## config.mk

```make
export PLATFORM = sky130hd
export DESIGN_NAME = fetch_prefetch_unit
export DESIGN_NICKNAME = d
export VERILOG_FILES = /design/src/rtl/rv_pkg.sv /design/src/rtl/fetch_fifo.sv /design/src/rtl/fetch_prefetch_unit.sv
export SDC_FILE = /design/constraint.sdc
export NUM_CORES = 1
export LEC_CHECK = 0
export ABC_CLOCK_PERIOD_IN_PS = 11600
export CELL_PAD_IN_SITES_DETAIL_PLACEMENT = 0
export CELL_PAD_IN_SITES_GLOBAL_PLACEMENT = 1
export CORE_ASPECT_RATIO = 0.75
export CORE_MARGIN = 1.5
export CORE_UTILIZATION = 44
export CTS_CLUSTER_DIAMETER = 60
export DETAILED_ROUTE_END_ITERATION = 8
export HOLD_SLACK_MARGIN = 0.1
export PLACE_DENSITY_LB_ADDON = 0.08
export SLEW_MARGIN = 20
export SYNTH_ARGS = -nofsm -noshare
export SYNTH_HDL_FRONTEND = slang
export SYNTH_HIERARCHICAL = 1
export SYNTH_SLANG_ARGS = --single-unit
```

## constraint.sdc

```tcl
create_clock -name clk -period 11.6 [get_ports clk]
set_input_delay 1.74 -clock clk [delete_from_list [all_inputs] [get_ports clk]]
set_output_delay 1.74 -clock clk [all_outputs]
set_load 0.01 [all_outputs]
```

## src/rtl/rv_pkg.sv

```systemverilog
// Shared fetch-path types and constants.
package rv_pkg;

  localparam int unsigned XLEN = 32;
  localparam int unsigned ILEN = 32;

  localparam logic [ILEN-1:0] RV_NOP = 32'h0000_0013;

  typedef enum logic {
    RUN  = 1'b0,
    HALT = 1'b1
  } fetch_state_t;

  typedef struct packed {
    logic [XLEN-1:0] pc;
    logic [ILEN-1:0] data;
    logic            err;
  } fetch_entry_t;

endpackage

```

## src/rtl/fetch_fifo.sv

```systemverilog
// Synchronous FIFO for fetched entries; flush wins over push and pop.
module fetch_fifo
  import rv_pkg::*;
#(
  parameter int unsigned DEPTH = 4,
  parameter type         T     = fetch_entry_t,
  localparam int unsigned AW   = $clog2(DEPTH),
  localparam int unsigned CW   = AW + 1
) (
  input  logic          clk,
  input  logic          rst_n,
  input  logic          flush_i,
  input  logic          push_i,
  input  T              push_data_i,
  input  logic          pop_i,
  output T              head_o,
  output logic          full_o,
  output logic          empty_o,
  output logic [CW-1:0] count_o
);

  logic [AW-1:0] wr_ptr_q;
  logic [AW-1:0] rd_ptr_q;
  logic [CW-1:0] count_q;
  T              mem_q [DEPTH];

  logic do_push;
  logic do_pop;

  // A push into a full FIFO is only taken when the head leaves in the same cycle.
  assign do_push = push_i && (!full_o || pop_i);
  assign do_pop  = pop_i && !empty_o;

  // Pointer and occupancy registers.
  always_ff @(posedge clk or negedge rst_n) begin
    if (!rst_n) begin
      wr_ptr_q <= '0;
      rd_ptr_q <= '0;
      count_q  <= '0;
    end else if (flush_i) begin
      wr_ptr_q <= '0;
      rd_ptr_q <= '0;
      count_q  <= '0;
    end else begin
      if (do_push) wr_ptr_q <= wr_ptr_q + AW'(1);
      if (do_pop)  rd_ptr_q <= rd_ptr_q + AW'(1);
      count_q <= count_q + CW'(do_push) - CW'(do_pop);
    end
  end

  // Entry storage; contents are qualified by count so no reset is needed.
  always_ff @(posedge clk) begin
    if (do_push && !flush_i) mem_q[wr_ptr_q] <= push_data_i;
  end

  assign head_o  = mem_q[rd_ptr_q];
  assign full_o  = (count_q == CW'(DEPTH));
  assign empty_o = (count_q == '0);
  assign count_o = count_q;

endmodule

```

## src/rtl/fetch_prefetch_unit.sv

```systemverilog
// Instruction-fetch front end: credit-limited sequential fetch, in-order
// response buffering, redirect flush with in-flight drop accounting.
module fetch_prefetch_unit
  import rv_pkg::*;
#(
  parameter int unsigned     DEPTH    = 4,
  parameter logic [XLEN-1:0] RESET_PC = '0
) (
  input  logic            clk,
  input  logic            rst_n,
  output logic            mem_req_valid,
  input  logic            mem_req_ready,
  output logic [XLEN-1:0] mem_req_addr,
  input  logic            mem_rsp_valid,
  input  logic [ILEN-1:0] mem_rsp_data,
  input  logic            mem_rsp_err,
  input  logic            redirect_valid,
  input  logic [XLEN-1:0] redirect_pc,
  output logic            inst_valid,
  input  logic            inst_ready,
  output logic [XLEN-1:0] inst_pc,
  output logic [ILEN-1:0] inst_data,
  output logic            inst_err
);

  localparam int unsigned CW = $clog2(DEPTH) + 1;
  // Drop counter is sized for several flushes stacked on top of a full window.
  localparam int unsigned DW = CW + 3;
  localparam int unsigned SW = CW + 1;

  fetch_state_t    state_q, state_d;
  logic            req_valid_q, req_valid_d;
  logic [XLEN-1:0] fetch_pc_q, fetch_pc_d;
  logic [XLEN-1:0] rsp_pc_q, rsp_pc_d;
  logic [CW-1:0]   inflight_q, inflight_d;
  logic [DW-1:0]   drop_q, drop_d;
  logic            fault_pend_q, fault_pend_d;

  logic            req_acc;
  logic            rsp_live;
  logic            rsp_drop;
  logic            redir_misaligned;
  logic [CW-1:0]   count_nxt;
  logic            credit_ok;

  logic            fifo_push;
  logic            fifo_pop;
  fetch_entry_t    fifo_wdata;
  fetch_entry_t    fifo_head;
  logic            fifo_full;
  logic            fifo_empty;
  logic [CW-1:0]   fifo_count;

  assign req_acc          = req_valid_q && mem_req_ready;
  assign rsp_drop         = mem_rsp_valid && (drop_q != '0);
  assign rsp_live         = mem_rsp_valid && (drop_q == '0);
  assign redir_misaligned = (redirect_pc[1:0] != 2'b00);

  // Entry source: a pending misaligned-redirect fault, else a live response.
  always_comb begin
    fifo_push  = fault_pend_q || rsp_live;
    fifo_pop   = inst_valid && inst_ready;
    fifo_wdata = '{pc: rsp_pc_q, data: mem_rsp_data, err: mem_rsp_err};
    if (fault_pend_q) fifo_wdata = '{pc: rsp_pc_q, data: RV_NOP, err: 1'b1};
  end

  fetch_fifo #(
    .DEPTH (DEPTH),
    .T     (fetch_entry_t)
  ) u_fifo (
    .clk         (clk),
    .rst_n       (rst_n),
    .flush_i     (redirect_valid),
    .push_i      (fifo_push),
    .push_data_i (fifo_wdata),
    .pop_i       (fifo_pop),
    .head_o      (fifo_head),
    .full_o      (fifo_full),
    .empty_o     (fifo_empty),
    .count_o     (fifo_count)
  );

  // Next-state FSM: faults halt fetch, only an aligned redirect restarts it.
  always_comb begin
    state_d = state_q;
    unique case (state_q)
      RUN: begin
        if (redirect_valid) begin
          if (redir_misaligned) state_d = HALT;
        end else if (rsp_live && mem_rsp_err) begin
          state_d = HALT;
        end
      end
      HALT: begin
        if (redirect_valid && !redir_misaligned) state_d = RUN;
      end
      default: state_d = RUN;
    endcase
  end

  // Counters, PCs and request issue; redirect overrides every other update.
  always_comb begin
    inflight_d   = inflight_q + CW'(req_acc) - CW'(rsp_live);
    drop_d       = drop_q - DW'(rsp_drop);
    fetch_pc_d   = req_acc ? fetch_pc_q + XLEN'(4) : fetch_pc_q;
    rsp_pc_d     = fifo_push ? rsp_pc_q + XLEN'(4) : rsp_pc_q;
    fault_pend_d = 1'b0;
    count_nxt    = fifo_count + CW'(fifo_push) - CW'(fifo_pop);
    if (redirect_valid) begin
      // Everything still outstanding after this edge belongs to the old stream.
      drop_d       = drop_q + DW'(inflight_q) + DW'(req_acc) - DW'(mem_rsp_valid);
      inflight_d   = '0;
      fetch_pc_d   = redirect_pc;
      rsp_pc_d     = redirect_pc;
      fault_pend_d = redir_misaligned;
      count_nxt    = '0;
    end
    credit_ok = (SW'(inflight_d) + SW'(count_nxt) < SW'(DEPTH));
    if (redirect_valid) begin
      req_valid_d = (state_d == RUN);
    end else if (req_valid_q && !req_acc) begin
      // An offered request is held until taken, even if a fault halts fetch.
      req_valid_d = 1'b1;
    end else begin
      req_valid_d = (state_d == RUN) && credit_ok;
    end
  end

  // State registers.
  always_ff @(posedge clk or negedge rst_n) begin
    if (!rst_n) begin
      state_q      <= RUN;
      req_valid_q  <= 1'b0;
      fetch_pc_q   <= RESET_PC;
      rsp_pc_q     <= RESET_PC;
      inflight_q   <= '0;
      drop_q       <= '0;
      fault_pend_q <= 1'b0;
    end else begin
      state_q      <= state_d;
      req_valid_q  <= req_valid_d;
      fetch_pc_q   <= fetch_pc_d;
      rsp_pc_q     <= rsp_pc_d;
      inflight_q   <= inflight_d;
      drop_q       <= drop_d;
      fault_pend_q <= fault_pend_d;
    end
  end

  // Credits guarantee a free slot for every live push.
  assert property (@(posedge clk) disable iff (!rst_n)
    !(fifo_full && fifo_push && !fifo_pop && !redirect_valid));

  assign mem_req_valid = req_valid_q;
  assign mem_req_addr  = fetch_pc_q;
  assign inst_valid    = !fifo_empty;
  assign inst_pc       = inst_valid ? fifo_head.pc : '0;
  assign inst_data     = inst_valid ? fifo_head.data : RV_NOP;
  assign inst_err      = inst_valid && fifo_head.err;

endmodule

```

==> qor.json <==
{
  "floorplan.die.height_um": 166,
  "cp_top_family": "buffers and inverters",
  "finish.instance_area_um2": 18800,
  "worstHoldPathType": "flip-flop to flip-flop",
  "total_cts_buffers": 36,
  "die_area_um2": 36500,
  "antenna-diode-count": 0,
  "reg2reg_depth": 7,
  "crit_path_cell_trace": "buf_4 -> mux4_2 -> or2_2 -> clkdlybuf4s50_1",
  "worst_ep_required_time_ns": 9.86,
  "result_of_the_run": "complete, no violations",
  "worstHoldPathCells": 2,
  "post_cts.resized_instances": 0,
  "critical_path_stages": 4,
  "critical_path_class": "flip-flop to output pin",
  "grt_start_max_net_pins": 96,
  "place.port_buffers": 169,
  "crit-reg2reg-launch": "drop_q[3]$_DFF_PN0_",
  "grt_pass1_vias": 9498,
  "number_of_antenna_violations_at_the_first_check_in_global_routing": 1,
  "number_of_levels_the_h_tree_was_split_into": 2,
  "relSlewSlack_pct": 31.0,
  "design_power_total_w": 0.00368,
  "route.detailed.drc": 0,
  "final_net_count": 1331,
  "postRouteWirelength_mm": 35.6,
  "leakage_nw": 6.35,
  "cts_tree": "built",
  "detailed_place.area_um2": 17600,
  "synth_area_um2": 15600,
  "synthToLayoutAreaGrowth_pct": 20.8,
  "critPathMaxFanout": 44,
  "finClkSkew_ns": 0.0139,
  "core_region_area_um2": 34800,
  "post_synth_inst_count": 1073,
  "period_share_pct": 44.5,
  "cpPeakStageDelay_ns": 0.78,
  "routabilityCongestion": 0.763,
  "initial_core_util_pct": 44.7,
  "end_kind": "output pin",
  "viasPerCell": 5.53,
  "crit_slowest_cell": "buf_4",
  "syn-mean-instance-area_um2": 14.5,
  "irDropWorstVdd_v": 0.000114,
  "finalHoldViolations": 0,
  "cts_hold_buf": 0,
  "routed-via-count": 9490,
  "final_layout_size_suffix_gt1_share_pct": 12.7,
  "final-max-slew-violation-count": 0,
  "floorplan.rows": 59,
  "worstPathBufferInverterCount": 2,
  "post_cts.repair.setup_buffers": 0,
  "final-setup-viol-count": 0,
  "clk_latency_ns": 0.53,
  "yosys_warnings": 6,
  "power.density_nw_per_um2": 196,
  "clock_slew_at_the_register_clock_pins_of_the_worst_setup_and_hold_paths_ns": 0.06,
  "critPathArrivalTime_ns": 3.42,
  "layout.core_utilization_pct": 54.0,
  "final_antenna_violating_net_count": 0,
  "routedWlPerCell_um": 20.8,
  "hold-worst-slack_ns": 0.530,
  "grt_overflow_total": 0,
  "finalWorstPathRequiredPeriod_ns": 5.16,
  "net_count_after_synthesis": 1173,
  "grt_pass1_wl_mm": 56.6,
  "rsz0062_at_grt": "no",
  "global_route.usage.total_pct": 20.1,
  "hp-start": "mem_req_addr[1]$_DFFE_PN0P_",
  "first_iter_violations": 740,
  "timing.critical_path.from_type": "flip-flop",
  "hpwl_mm": 22.9,
  "detailedRoute.firstPassIterationCount": 4,
  "start_point_of_the_critical_path": "u_fifo/rd_ptr_q[0]$_DFFE_PN0P_",
  "io-pin-count": 170,
  "maxClockFrequency_ghz": 0.194,
  "fill_cells": 2868,
  "clk_root_buffer_cell": "clkbuf_16",
  "floorplan.die.width_um": 220,
  "cts.sink_count": 343,
  "clock_tree.buffer_depth": 3,
  "worst-slew-pin-transition_ns": 1.03,
  "number_of_max_cap_violations": 0,
  "setup-tns-final_ns": 0
}
-- final cells by class --
cell class,count,area (um2),area share [%]
sequential,343,9890,52.6
tap,457,572,3.04
clock buffer,53,1000,5.35
inverter,43,161,0.859
clock inverter,13,173,0.919
multi-input combinational,625,5200,27.7
timing repair buffer,182,1780,9.50
-- layout by cell type (no fill, tap or decap), types with 4 or more instances in the layout --
| cell type | instances |
|---|---|
| a211o_1 | 4 |
| a211oi_1 | 28 |
| a21boi_0 | 4 |
| a21oi_1 | 17 |
| a31oi_1 | 19 |
| and2_2 | 4 |
| and3_1 | 5 |
| and4_1 | 15 |
| buf_4 | 15 |
| clkbuf_1 | 13 |
| clkbuf_16 | 36 |
| clkbuf_8 | 4 |
| clkdlybuf4s50_1 | 167 |
| clkinv_1 | 4 |
| dfrtp_1 | 81 |
| edfxtp_1 | 260 |
| fa_1 | 5 |
| ha_1 | 24 |
| inv_1 | 42 |
| mux4_2 | 65 |
| nand2_1 | 36 |
| nand2b_1 | 9 |
| nand3_1 | 24 |
| nand4_1 | 29 |
| nor2_1 | 49 |
| nor2b_1 | 101 |
| nor3_1 | 23 |
| nor3b_1 | 5 |
| nor4_1 | 26 |
| nor4b_1 | 4 |
| o21ai_0 | 20 |
| o31ai_1 | 13 |
| or2_2 | 12 |
| or3_1 | 6 |
| or4_1 | 9 |
| xnor2_1 | 13 |
| xor2_1 | 12 |
-- layer usage --
| metal | global-route usage [%] | vias to the layer above | wire, um |
|---|---|---|---|
| met1 | 33.1 | 4744 | 18400 |
| met5 | 0 | - | 12 |
| met2 | 27.9 | 248 | 15100 |
| met4 | 4.23 | 2 | 465 |
| met3 | 3.15 | 39 | 1690 |
| li1 | - | 4457 | - |
-- path summary, 6_finish.rpt --
kind                                                       end  slack (ns)
worst max-delay path                              inst_data[0]        6.44
worst min-delay path               mem_req_addr[1]$_DFFE_PN0P_        0.53
worst max register to register   u_fifo/mem_q[1][49]$_DFFE_PP_        7.47
worst min register to register     mem_req_addr[1]$_DFFE_PN0P_        0.53
max in group asynchronous       u_fifo/rd_ptr_q[0]$_DFFE_PN0P_        9.31
min in group asynchronous             rsp_pc_q[25]$_DFFE_PN0N_        1.21
-- registers in the layout, summed over array words and instances, names as in the netlist --
name	flops
u_fifo/mem_q	260
mem_req_addr	32
rsp_pc_q	32
drop_q	6
inflight_q	3
u_fifo/count_o	3
u_fifo/rd_ptr_q	2
u_fifo/wr_ptr_q	2
fault_pend_q	1
mem_req_valid	1
state_q	1
-- tightest hold or removal path: stages, from the launching register on --
cell     delay, ns
dfrtp_1       0.38
inv_1         0.05
o21ai_0       0.06
-- where the power goes --
group	total (W)	switching (W)	internal [W]
logic	0.00100	0.000484	0.000519
clock network	0.00115	0.000470	0.000676
registers	0.00153	0.000103	0.00142
total	0.00368	0.00106	0.00262
-- stage by stage --
step | setup slack (ns) | std cells
floorplan | 7.13 | 1073
global placement | 6.18 | 1650
detailed placement | 6.12 | 1650
CTS | 6.28 | 1716
global route | 6.20 | 1716
finish | 6.44 | 1716
No activity file was read; power rests on OpenSTA's default activity.
